==> src/rtl/arb_pkg.sv <==
// rtl/arb_pkg.sv - state/pointer encodings and helpers for rr3_arbiter_atc (feature macro: ARB_GNT_CNT_EN)
package arb_pkg;

    typedef enum logic [1:0] {
        IDLE = 2'd0,
        GNTA = 2'd1,
        GNTB = 2'd2,
        GNTC = 2'd3
    } state_t;

    localparam logic [1:0] PTR_A = 2'd0;
    localparam logic [1:0] PTR_B = 2'd1;
    localparam logic [1:0] PTR_C = 2'd2;

    localparam int AT_RST_DEF = 4;

    function automatic logic [1:0] rr_succ(input logic [1:0] p);
        return (p == PTR_C) ? PTR_A : p + 2'd1;
    endfunction

    function automatic logic [1:0] state_ptr(input state_t s);
        case (s)
            GNTB:    return PTR_B;
            GNTC:    return PTR_C;
            default: return PTR_A;
        endcase
    endfunction

    function automatic state_t onehot_state(input logic [2:0] oh);
        case (oh)
            3'b001:  return GNTA;
            3'b010:  return GNTB;
            3'b100:  return GNTC;
            default: return IDLE;
        endcase
    endfunction

endpackage

==> src/rtl/rr3_pick.sv <==
// rtl/rr3_pick.sv - combinational 3-way round-robin select starting at ptr
module rr3_pick
    import arb_pkg::*;
(
    input  logic [2:0] req,
    input  logic [1:0] ptr,
    output logic [2:0] gnt,
    output logic       valid
);

    always_comb begin
        gnt   = 3'b000;
        valid = |req;
        case (ptr)
            PTR_B: begin
                if      (req[1]) gnt = 3'b010;
                else if (req[2]) gnt = 3'b100;
                else if (req[0]) gnt = 3'b001;
            end
            PTR_C: begin
                if      (req[2]) gnt = 3'b100;
                else if (req[0]) gnt = 3'b001;
                else if (req[1]) gnt = 3'b010;
            end
            default: begin
                if      (req[0]) gnt = 3'b001;
                else if (req[1]) gnt = 3'b010;
                else if (req[2]) gnt = 3'b100;
            end
        endcase
    end

endmodule

==> src/rtl/rr3_arbiter_atc.sv <==
// rtl/rr3_arbiter_atc.sv - 3-way round-robin bus arbiter with access time control (optional ARB_GNT_CNT_EN grant counters)
module rr3_arbiter_atc
    import arb_pkg::*;
#(
    parameter int ATW    = 4,
    parameter int AT_RST = AT_RST_DEF
) (
    input  logic           clk,
    input  logic           reset,
    input  logic           req_a,
    input  logic           req_b,
    input  logic           req_c,
    input  logic           at_load,
    input  logic [ATW-1:0] at_value,
    output logic           gnt_a,
    output logic           gnt_b,
    output logic           gnt_c,
    output logic           busy,
`ifdef ARB_GNT_CNT_EN
    output logic [7:0]     cnt_a,
    output logic [7:0]     cnt_b,
    output logic [7:0]     cnt_c,
`endif
    output logic [ATW-1:0] at_cur
);

    state_t         state, state_nxt;
    logic [1:0]     ptr, ptr_nxt, pick_ptr;
    logic [ATW-1:0] timer, timer_nxt;
    logic [2:0]     req_vec, gnt_vec, pick_gnt;
    logic           pick_valid, release_now, start;

    assign req_vec = {req_c, req_b, req_a};
    assign gnt_vec = {state == GNTC, state == GNTB, state == GNTA};

    // Release on dropped request or on the last cycle of the access window.
    assign release_now = (state != IDLE) &&
                         (((gnt_vec & req_vec) == 3'b000) || (timer == ATW'(1)));
    assign pick_ptr    = (state == IDLE) ? ptr : rr_succ(state_ptr(state));

    rr3_pick u_pick (
        .req   (req_vec),
        .ptr   (pick_ptr),
        .gnt   (pick_gnt),
        .valid (pick_valid)
    );

    always_comb begin
        state_nxt = state;
        ptr_nxt   = ptr;
        timer_nxt = timer;
        start     = 1'b0;
        if (state == IDLE) begin
            start = pick_valid;
        end else if (release_now) begin
            ptr_nxt = pick_ptr;
            start   = pick_valid;
            if (!pick_valid) state_nxt = IDLE;
        end else begin
            timer_nxt = timer - ATW'(1);
        end
        if (start) begin
            state_nxt = onehot_state(pick_gnt);
            timer_nxt = at_cur;
        end
    end

    always_ff @(posedge clk) begin
        if (reset) begin
            state  <= IDLE;
            ptr    <= PTR_A;
            timer  <= '0;
            at_cur <= ATW'(AT_RST);
        end else begin
            state <= state_nxt;
            ptr   <= ptr_nxt;
            timer <= timer_nxt;
            if (at_load) at_cur <= (at_value == '0) ? ATW'(1) : at_value;
        end
    end

    assign gnt_a = gnt_vec[0];
    assign gnt_b = gnt_vec[1];
    assign gnt_c = gnt_vec[2];
    assign busy  = |gnt_vec;

`ifdef ARB_GNT_CNT_EN
    always_ff @(posedge clk) begin
        if (reset) begin
            cnt_a <= '0;
            cnt_b <= '0;
            cnt_c <= '0;
        end else if (start) begin
            if (pick_gnt[0] && cnt_a != 8'hFF) cnt_a <= cnt_a + 8'd1;
            if (pick_gnt[1] && cnt_b != 8'hFF) cnt_b <= cnt_b + 8'd1;
            if (pick_gnt[2] && cnt_c != 8'hFF) cnt_c <= cnt_c + 8'd1;
        end
    end
`endif

endmodule

==> config.mk <==
export PLATFORM = sky130hd
export DESIGN_NAME = rr3_arbiter_atc
export DESIGN_NICKNAME = d
export VERILOG_FILES = /design/src/rtl/arb_pkg.sv /design/src/rtl/rr3_pick.sv /design/src/rtl/rr3_arbiter_atc.sv
export SDC_FILE = /design/constraint.sdc
export NUM_CORES = 1
export LEC_CHECK = 0
export ABC_CLOCK_PERIOD_IN_PS = 1800
export BUFFER_PORTS_ARGS = -buffer_cell sky130_fd_sc_hd__buf_2
export CAP_MARGIN = 20
export CORE_MARGIN = 3
export CORE_UTILIZATION = 46
export CTS_CLUSTER_DIAMETER = 120
export DETAILED_ROUTE_END_ITERATION = 12
export GPL_TIMING_DRIVEN = 0
export PLACE_DENSITY = 0.79
export SLEW_MARGIN = 20
export SYNTH_ARGS = -nofsm -noshare
export SYNTH_HDL_FRONTEND = slang
export SYNTH_SLANG_ARGS = --single-unit
==> constraint.sdc <==
create_clock -name clk -period 1.8 [get_ports clk]
set_clock_uncertainty 0.15 [all_clocks]
set_input_delay 0.18 -clock clk [delete_from_list [all_inputs] [get_ports clk]]
set_output_delay 0.18 -clock clk [all_outputs]
set_load 0.005 [all_outputs]
# Word level (Yosys, flattened, before mapping)
# Index checks and enable logic that the tools add are counted.
[op_classes]
n_shift = 0
muxes = 24
bitwise_logic = 2
n_lt_le_gt_ge = 0
eq_ne = 13
div = 0
reduce_logical = 12
n_addsub = 2
mul = 0
[op_table]
columns = ["operator", "count"]
rows = [
  ["$mux 3", 7],
  ["$mux 4", 4],
  ["$mux 2", 7],
  ["$eq 2x2->1 const B", 4],
  ["$pmux 2 s3", 1],
  ["$pmux 3 s2", 1],
  ["$reduce_or 3->1", 2],
  ["$eq 2x1->1 const B", 2],
  ["$eq 4x1->1 const B", 1],
  ["$logic_not 4->1", 1],
  ["$ne 2x1->1 const B", 2],
  ["$pmux 2 s2", 1],
  ["$reduce_and 2->1", 2],
  ["$reduce_bool 2->1", 2],
  ["$sub 4x1->4 const B", 1],
  ["$and 3x3->3", 1],
  ["$eq 3x1->1 const B", 1],
  ["$eq 3x2->1 const B", 1],
  ["$eq 3x3->1 const B", 1],
  ["$logic_not 3->1", 1],
  ["$mux 1", 3],
  ["$reduce_and 3->1", 1],
  ["$add 2x1->2 const B", 1],
  ["$logic_not 2->1", 1],
  ["4 further kinds", 4],
]
[totals]
mem_count = 0
latchBits = 0
input_bits = 10
register_bits = 12
elab_cells = 57
mem_bits_ro = 0
mem_bits_rw = 0

# Longest topological paths before layout
# Gate-level depths: netlist of run 1.
[logic_depth]
word_depth = 10
depth_mapped = 9
depth_no_buf = 8

# Modules after synthesis
# From an unflattened synthesis of run 1, not the netlist that was laid out.
[unflattened]
cells_unflattened = 95
hier_area_um2 = 780.7
[by_module_without_submodules]
columns = ["module", "area_per_inst_um2", "cells_per_inst", "seq_area_each_um2", "n_inst"]
rows = [
  ["rr3_arbiter_atc", 654.4, 77, 240.2, 1],
  ["rr3_pick", 126.4, 18, 0.0, 1],
]

# Worst setup path before layout of run 1
# No wires, ideal clock.
[synth_path]
path_kind = "register to register"
startpoint = "register state[0]"
endpoint = "register state[1]"
arrival_time_ps = 1654
synth_period_minus_slack_ps = 1875
stages_incl_launch_ff = 9
setup_time_ps = 71
path_buffers = 1
setup_slack_ps = -75
path_cell_list = "dfxtp_1 -> clkbuf_1 -> or2_2 -> inv_1 -> ha_1 -> and4b_1 -> o21ai_0 -> o2111ai_1 -> a21oi_1"
[synth_between]
elab_chain_len = 10
elab_cells_between_ends = 28
classes_between = "add/sub (1); eq/ne (11); mux (8); bitwise (1); reduce/logical (7)"
[synth_rtl]
columns = ["item", "line", "source"]
rows = [
  ["start, declared", "rr3_arbiter_atc.sv:27", "state_t state, state_nxt;"],
  ["start signal, assigned", "rr3_arbiter_atc.sv:75", "state <= state_nxt;"],
  ["$eq 2x2->1", "arb_pkg.sv:22", "case (s)"],
  ["$pmux 2 s2", "arb_pkg.sv:22", ""],
  ["$add 2x1->2 / $eq 2x2->1 (equally long branches)", "arb_pkg.sv:18", "return (p == PTR_C) ? PTR_A : p + 2'd1;"],
  ["$mux 2", "arb_pkg.sv:18", ""],
  ["$mux 2 (*)", "rr3_arbiter_atc.sv:39", "assign pick_ptr = (state == IDLE) ? ptr : rr_succ(state_ptr(state));"],
  ["net pick_ptr[1]", "rr3_arbiter_atc.sv:28", "logic [1:0] ptr, ptr_nxt, pick_ptr;"],
  ["$eq 2x2->1 / $eq 2x1->1 (equally long branches)", "rr3_pick.sv:14", "case (ptr)"],
  ["$pmux 3 s2 (*)", "rr3_pick.sv:14", ""],
  ["$eq 3x3->1, or another cell as far along", "arb_pkg.sv:30", "case (oh)"],
  ["$pmux 2 s3 (*)", "arb_pkg.sv:30", ""],
  ["$mux 2 (*)", "rr3_arbiter_atc.sv:62", "if (start) begin"],
]
# Mark *: on every way through the listed nets, which the timed path passes. The rest lies on a longest branch.
# A chain may end at the register's enable or synchronous reset.

# Worst setup path after layout of run 1
# Same ends and word-level chain as after synthesis.

==> metrics.cfg, run 1 <==
[outcome]
status = finished clean

[clock_network]
h-tree-depth = 1
cts_root_buf = clkbuf_4
numCtsBuffers = 3
cts_sinks = 12
clk_path_buf_depth = 2
cts_tree = built
clk_pin_slew_ps = 70
clk_latency_ps = 270

[yosys]
synth_edf_count = 0
synth_top_family_by_area = simple AND/OR/NAND/NOR gates
synth.area.mux_share = 0.0892
synthXorXnorAreaFrac = 0
ys_ff_latch = 12
synth_top_area_frac = 0.323
yosys.area_share.simple = 0.244
synth.largest_area_cell = dfxtp_1
synth_area_leaders = dfxtp_1 32%, ha_1 6.7%, mux2i_1 5.4%, a211oi_1 5.1%, nor2_1 5.1%
syn_nets = 104
synth.avg_cell_area_sq_um = 8.26
synthesis.area_sq_um = 743
synth_compound_gate_area_share = 0.214
synth_most_common_cell = dfxtp_1
ys_types = 33
synthArstFlopShare = 0
synth_warnings = 0
ys_seq_area_frac = 0.323
synthTopCellsByCount = 12 x dfxtp_1, 10 x nor2_1, 7 x a21oi_1
synthFlopType = dfxtp_1
synth_fa_ha_area_frac = 0.0673
syn_inst = 90

[cells_and_area]
drive_gt1_frac = 0.397
area_delta_synth_final_pct = 35.7
stdcell_area_sq_mm = 0.00101
post-route-util = 0.721
nets = 131
antennaDiodeCount = 0

[place]
portBuffers = 16
placed_area_sq_um = 865
place_congestion = 0.845
dpl.hpwl_um = 1170
pre_cts_ws_ps = -122

[routing]
dr.pass1.iters = 4
ant_nets = 0
drt_iter0_drc = 15
via_per_inst = 5.52
wire_per_inst_um = 12.8
vias = 723
drt_wl_total_um = 1670
route.detailed.drc = 0

[setup_path]
crit_type = reg2reg
arrival_ps = 1760
critical_path_required_ps = 1790
cp.buffers_inverters = 2
cpLargestDelayFamily = simple AND/OR/NAND/NOR gates
path_max_fanout = 10
cp_cell_sequence = clkbuf_8 -> or2_4 -> inv_4 -> ha_4 -> and4b_1 -> o21ai_1 -> o2111ai_1 -> a21oi_1
worst_path_max_delay_cell = dfxtp_2
worstSetupEndpointType = flip-flop
reg2reg_slack_ps = 30
max_stage_delay_ps = 330
worst_setup_path_start_kind = flip-flop

[sta]
min_period_ps = 1770
fmax_mhz = 565
slew_viol_final = 0
fin_ws_ps = 28.7
finalSetupViolCount = 0
rsz0062_at_grt = true
fin_tns_setup_ps = 0
hold_viol_final = 0
max_slew_margin = 0.596
timing.hold.ws_ps = 11.5
tightestPinTransition_ps = 601
finalCritPeriodShare = 0.984

[floorplanning]
rows = 13
initial_core_util = 0.531
io_pins = 18
coreArea_sq_mm = 0.00140
chipHeight_um = 46.2
die_area_sq_mm = 0.00213
die_w_um = 46.2

[global_route]
grt_overflow_total = 0
grt_pass1_vias = 632
grt_antenna_before_repair = 0
grt_max_degree = 11
grt_pass1_wl_um = 2670
grt_usage = 0.174

[pwr]
powerDensity_mw_per_mm2 = 1620
cellLeakagePower_uw = 0.000441
ir_drop_uv = 884

[min_path]
hold_class = in2reg

[run]
drv_cap = 0

-- layer usage --
layer,wire (um),share of wire,global-route usage
met1,719,0.43,0.217
met2,876,0.52,0.297
met3,76,0.045,0.0586
met4,0,0,0.0170
met5,0,0,0
-- worst reg2reg max path, cell delays in order, from the launching register on --
cell and delay (ps):
dfxtp_2 330, clkbuf_8 150, or2_4 260, inv_4 60, ha_4 200, and4b_1 240
o21ai_1 60, o2111ai_1 100, a21oi_1 90
-- per-stage QoR --
stage	std cells	power (uW)
2_1_floorplan	90	1020
3_3_place_gp	121	1170
3_5_place_dp	121	1200
4_1_cts	129	1550
5_1_grt	131	1770
6_report	131	1630
-- worst paths after layout --
kind                             startpoint   endpoint  depth (start not counted)
worst max register to register     state[0]   state[1]                          8
worst min-delay path            at_value[3]  at_cur[3]                          3
worst max-delay path               state[0]   state[1]                          8
worst min register to register     timer[1]   timer[1]                          2
-- registers in the layout, indices dropped and copies added, names as in the netlist --
signal,flops
at_cur,4
ptr,2
state,2
timer,4
-- cells by family (layout without fill, tap and decap cells) --
logic type      count (synthesis)  after routing
buf+inv                        10             36
compound gates                 25             25
flops                          12             12
mux                             6              6
fa+ha+maj                       4              4
simple gates                   33             33
-- power breakdown --
group	internal (uW)	switching [uW]	total, uW
Combinational	564	461	1030
Clock	123	86.9	210
Sequential	340	55.4	396
Total	1030	604	1630
-- layout make-up --
| type | instances | area, sq um |
|---|---|---|
| Buffer | 5 | 43.8 |
| Timing Repair Buffer | 22 | 143 |
| Multi-Input combinational cell | 68 | 500 |
| Tap cell | 15 | 18.8 |
| Inverter | 5 | 21.3 |
| Fill cell | 125 | 390 |
| Clock buffer | 4 | 36.3 |
| Sequential cell | 12 | 245 |
-- cells in the final DEF (no fill, tap or decap), drive strengths merged, types with 3 or more instances in the layout --
cell and count:
buf 23, dfxtp 12, nor2 10, a21oi 8, clkbuf 6, a211oi 5
o21ai 5, inv 5, nor2b 4, mux2i 4, ha 4, nor3 3
or3 3
-- timing repair --
item / 4_1_cts / 5_1_grt
gates resized for setup: 12 / 7
cloned: 0 / 0
endpoints found under the setup margin: 4 / 7
buffers inserted: 2 / 2
hold endpoints to repair: 2 / 0
hold buffers: 2 / 0
pin swaps: 2 / 7
No activity file was read; power rests on OpenSTA's default activity.
==> run 2: changes to the inputs <==
- CELL_PAD_IN_SITES_DETAIL_PLACEMENT: unset -> 1
- CELL_PAD_IN_SITES_GLOBAL_PLACEMENT: unset -> 1
- CORE_UTILIZATION: 46 -> 33
- PLACE_DENSITY: 0.79 -> 0.78
==> run 2 against run 1 <==
Against the previous run:
- utilization is 22 points lower
- hold slack worse by 6.7 ps
- flip-flop and latch count stayed put
- non-clock buffer count is 2 higher
- routed wire length is 22% higher
- global-route usage is 1.5 points lower
- critical endpoint is now timer[3]
- highest routed layer is now met4
==> metrics.cfg, run 2 (synthesis gave the netlist of run 1 again) <==
[global_route]
grt_overflow_total = 0  ; unchanged
busiest_layer = met2
use_met3 = 0.0338  ; -0.0248
grt_pass1_vias = 747  ; +18%
grt_pass1_wl_um = 3220  ; +20%
grtUsageMet2 = 0.280  ; -0.0171
grt_antenna_before_repair = 0  ; unchanged
grt_max_degree = 11  ; unchanged
use_met1 = 0.174  ; -0.0436
grt_usage = 0.159  ; -0.0148

[routing]
route.detailed.drc = 0  ; unchanged
ant_nets = 0  ; unchanged
wire_per_inst_um = 14.2  ; +11%
drt_iter0_drc = 6  ; -9
dr.pass1.iters = 4  ; unchanged
vias = 760  ; +5.1%
drt_wl_total_um = 2040  ; +22%
via_per_inst = 5.28  ; -4.4%

[pwr]
switching_share = 0.394  ; +0.0234
ir_drop_uv = 682  ; -23%
powerDensity_mw_per_mm2 = 1580  ; -2.3%
p_int_uw = 984  ; -4.2%
cellLeakagePower_uw = 0.000440  ; -0.23%
p_sw_uw = 638  ; +5.7%
clkPwrFrac = 0.105  ; -0.024
pwr-share-comb = 0.645  ; +0.016
p_seq_frac = 0.250  ; +0.007

[setup_path]
cp.buffers_inverters = 2  ; unchanged
worst_setup_path_start_kind = flip-flop
worstSetupEndpointType = flip-flop
worst_path_max_delay_cell = dfxtp_4
path_max_fanout = 6  ; -4
cpLargestDelayFamily = compound AO/OA/AOI/OAI gates
arrival_ps = 1770  ; about the same
max_stage_delay_ps = 370  ; +40 ps
timing.critical_path.mode_cell = buf_6
crit_type = reg2reg
cp_cell_sequence = ha_2 -> nor3b_4 -> a211o_1 -> buf_6 -> buf_6 -> mux2i_1 -> o22ai_1
critical_path_required_ps = 1810  ; +20 ps

[cells_and_area]
drive_gt1_frac = 0.427  ; +0.0308
fill_cells = 272  ; +120%
reg_top3 = at_cur x4, timer x4
fin_cells = 144  ; +9.9%
nets = 133  ; +1.5%
antennaDiodeCount = 0  ; unchanged
layout_commonest_cell = buf_2
area_delta_synth_final_pct = 38.0
post-route-util = 0.502  ; -0.218
final_cell_mix = 16 x buf_2, 9 x nor2_1, 8 x dfxtp_1, 5 x a21oi_1, 5 x buf_4

[clock_network]
cts_sinks = 12  ; unchanged
numCtsBuffers = 3  ; unchanged
h-tree-depth = 1  ; unchanged
clk_path_buf_depth = 2  ; unchanged
clk_pin_slew_ps = 80  ; about the same
clk_latency_ps = 280  ; about the same
cts_root_buf = clkbuf_4
cts_tree = built

[floorplanning]
io_pins = 18  ; unchanged
rows = 16  ; +3
die_area_sq_mm = 0.00286  ; +34%
die_w_um = 53.5  ; +16%
coreArea_sq_mm = 0.00204  ; +46%
initial_core_util = 0.364  ; -0.167
chipHeight_um = 53.5  ; +16%

[sta]
fin_tns_setup_ps = 0  ; unchanged
slew_viol_final = 0  ; unchanged
max_slew_margin = 0.559  ; -0.0378
fmax_mhz = 569  ; +0.79%
tightestPinTransition_ps = 657  ; +56.3 ps
finalSetupViolCount = 0  ; unchanged
finalCritPeriodShare = 0.976  ; -0.00771
hold_viol_final = 0  ; unchanged
rsz0062_at_grt = true
min_period_ps = 1760  ; -13.9 ps

[place]
portBuffers = 16  ; unchanged
place_inst = 133  ; +9.9%
place_congestion = 0.778  ; -7.9%
dpl.hpwl_um = 1400  ; +19%

[min_path]
hold_class = in2reg

[run]
drv_cap = 0  ; unchanged

[outcome]
status = finished clean

## run 2: cell types whose count changed in the layout (fill, tap and decap cells not counted), sizes merged
| cell | change |
|---|---|
| clkbuf | -1 |
| buf | +2 |
## run 2: per-layer routing
metal,vias to the layer above,routed length (um)
met3,4,82
li1,376,-
met2,17,1030
met1,363,891
met4,0,34
met5,-,0
## run 2: worst paths after layout
check | from | slack, ps | depth (start not counted) | end
max | timer[0] | 40 | 7 | timer[3]
min | reset | 5 | 2 | timer[3]
max reg2reg | timer[0] | 40 | 7 | timer[3]
min reg2reg | at_cur[0] | 350 | 2 | at_cur[0]
## run 2: final cells by class
cell class                 instances  area, sq um  area share
buffer                             5         43.8      0.0427
inverter                           5         18.8      0.0183
multi-input combinational         68          510       0.498
tap                               27         33.8      0.0329
sequential                        12          248       0.241
timing repair buffer              24          149       0.145
clock buffer                       3         22.5      0.0220
## run 2: power by group through the flow
stage	sequential, uW	combinational (uW)	clock [uW]
6_report	405	1050	170
5_1_grt	414	1170	181
4_1_cts	392	953	171
3_3_place_gp	385	805	0
3_5_place_dp	391	835	0
2_1_floorplan	376	648	0
## run 2: per-stage QoR
step / power (uW) / hold slack [ps] / area, sq um / setup slack, ps
global placement: 1190 / 254 / 880 / -134
floorplan: 1020 / 129 / 766 / 12.3
CTS: 1520 / 1.72 / 978 / 7.65
global route: 1770 / 13.8 / 1030 / -31.4
finish: 1620 / 4.81 / 1030 / 42.6
detailed placement: 1230 / 266 / 880 / -173
## run 2: what timing repair did
| item | CTS | global route |
|---|---|---|
| endpoints found under the setup margin | 4 | 8 |
| gates resized for setup | 13 | 10 |
| setup buffers | 4 | 2 |
| pin swaps | 2 | 8 |
| hold endpoints to repair | 1 | 0 |
| hold buffers | 2 | 0 |
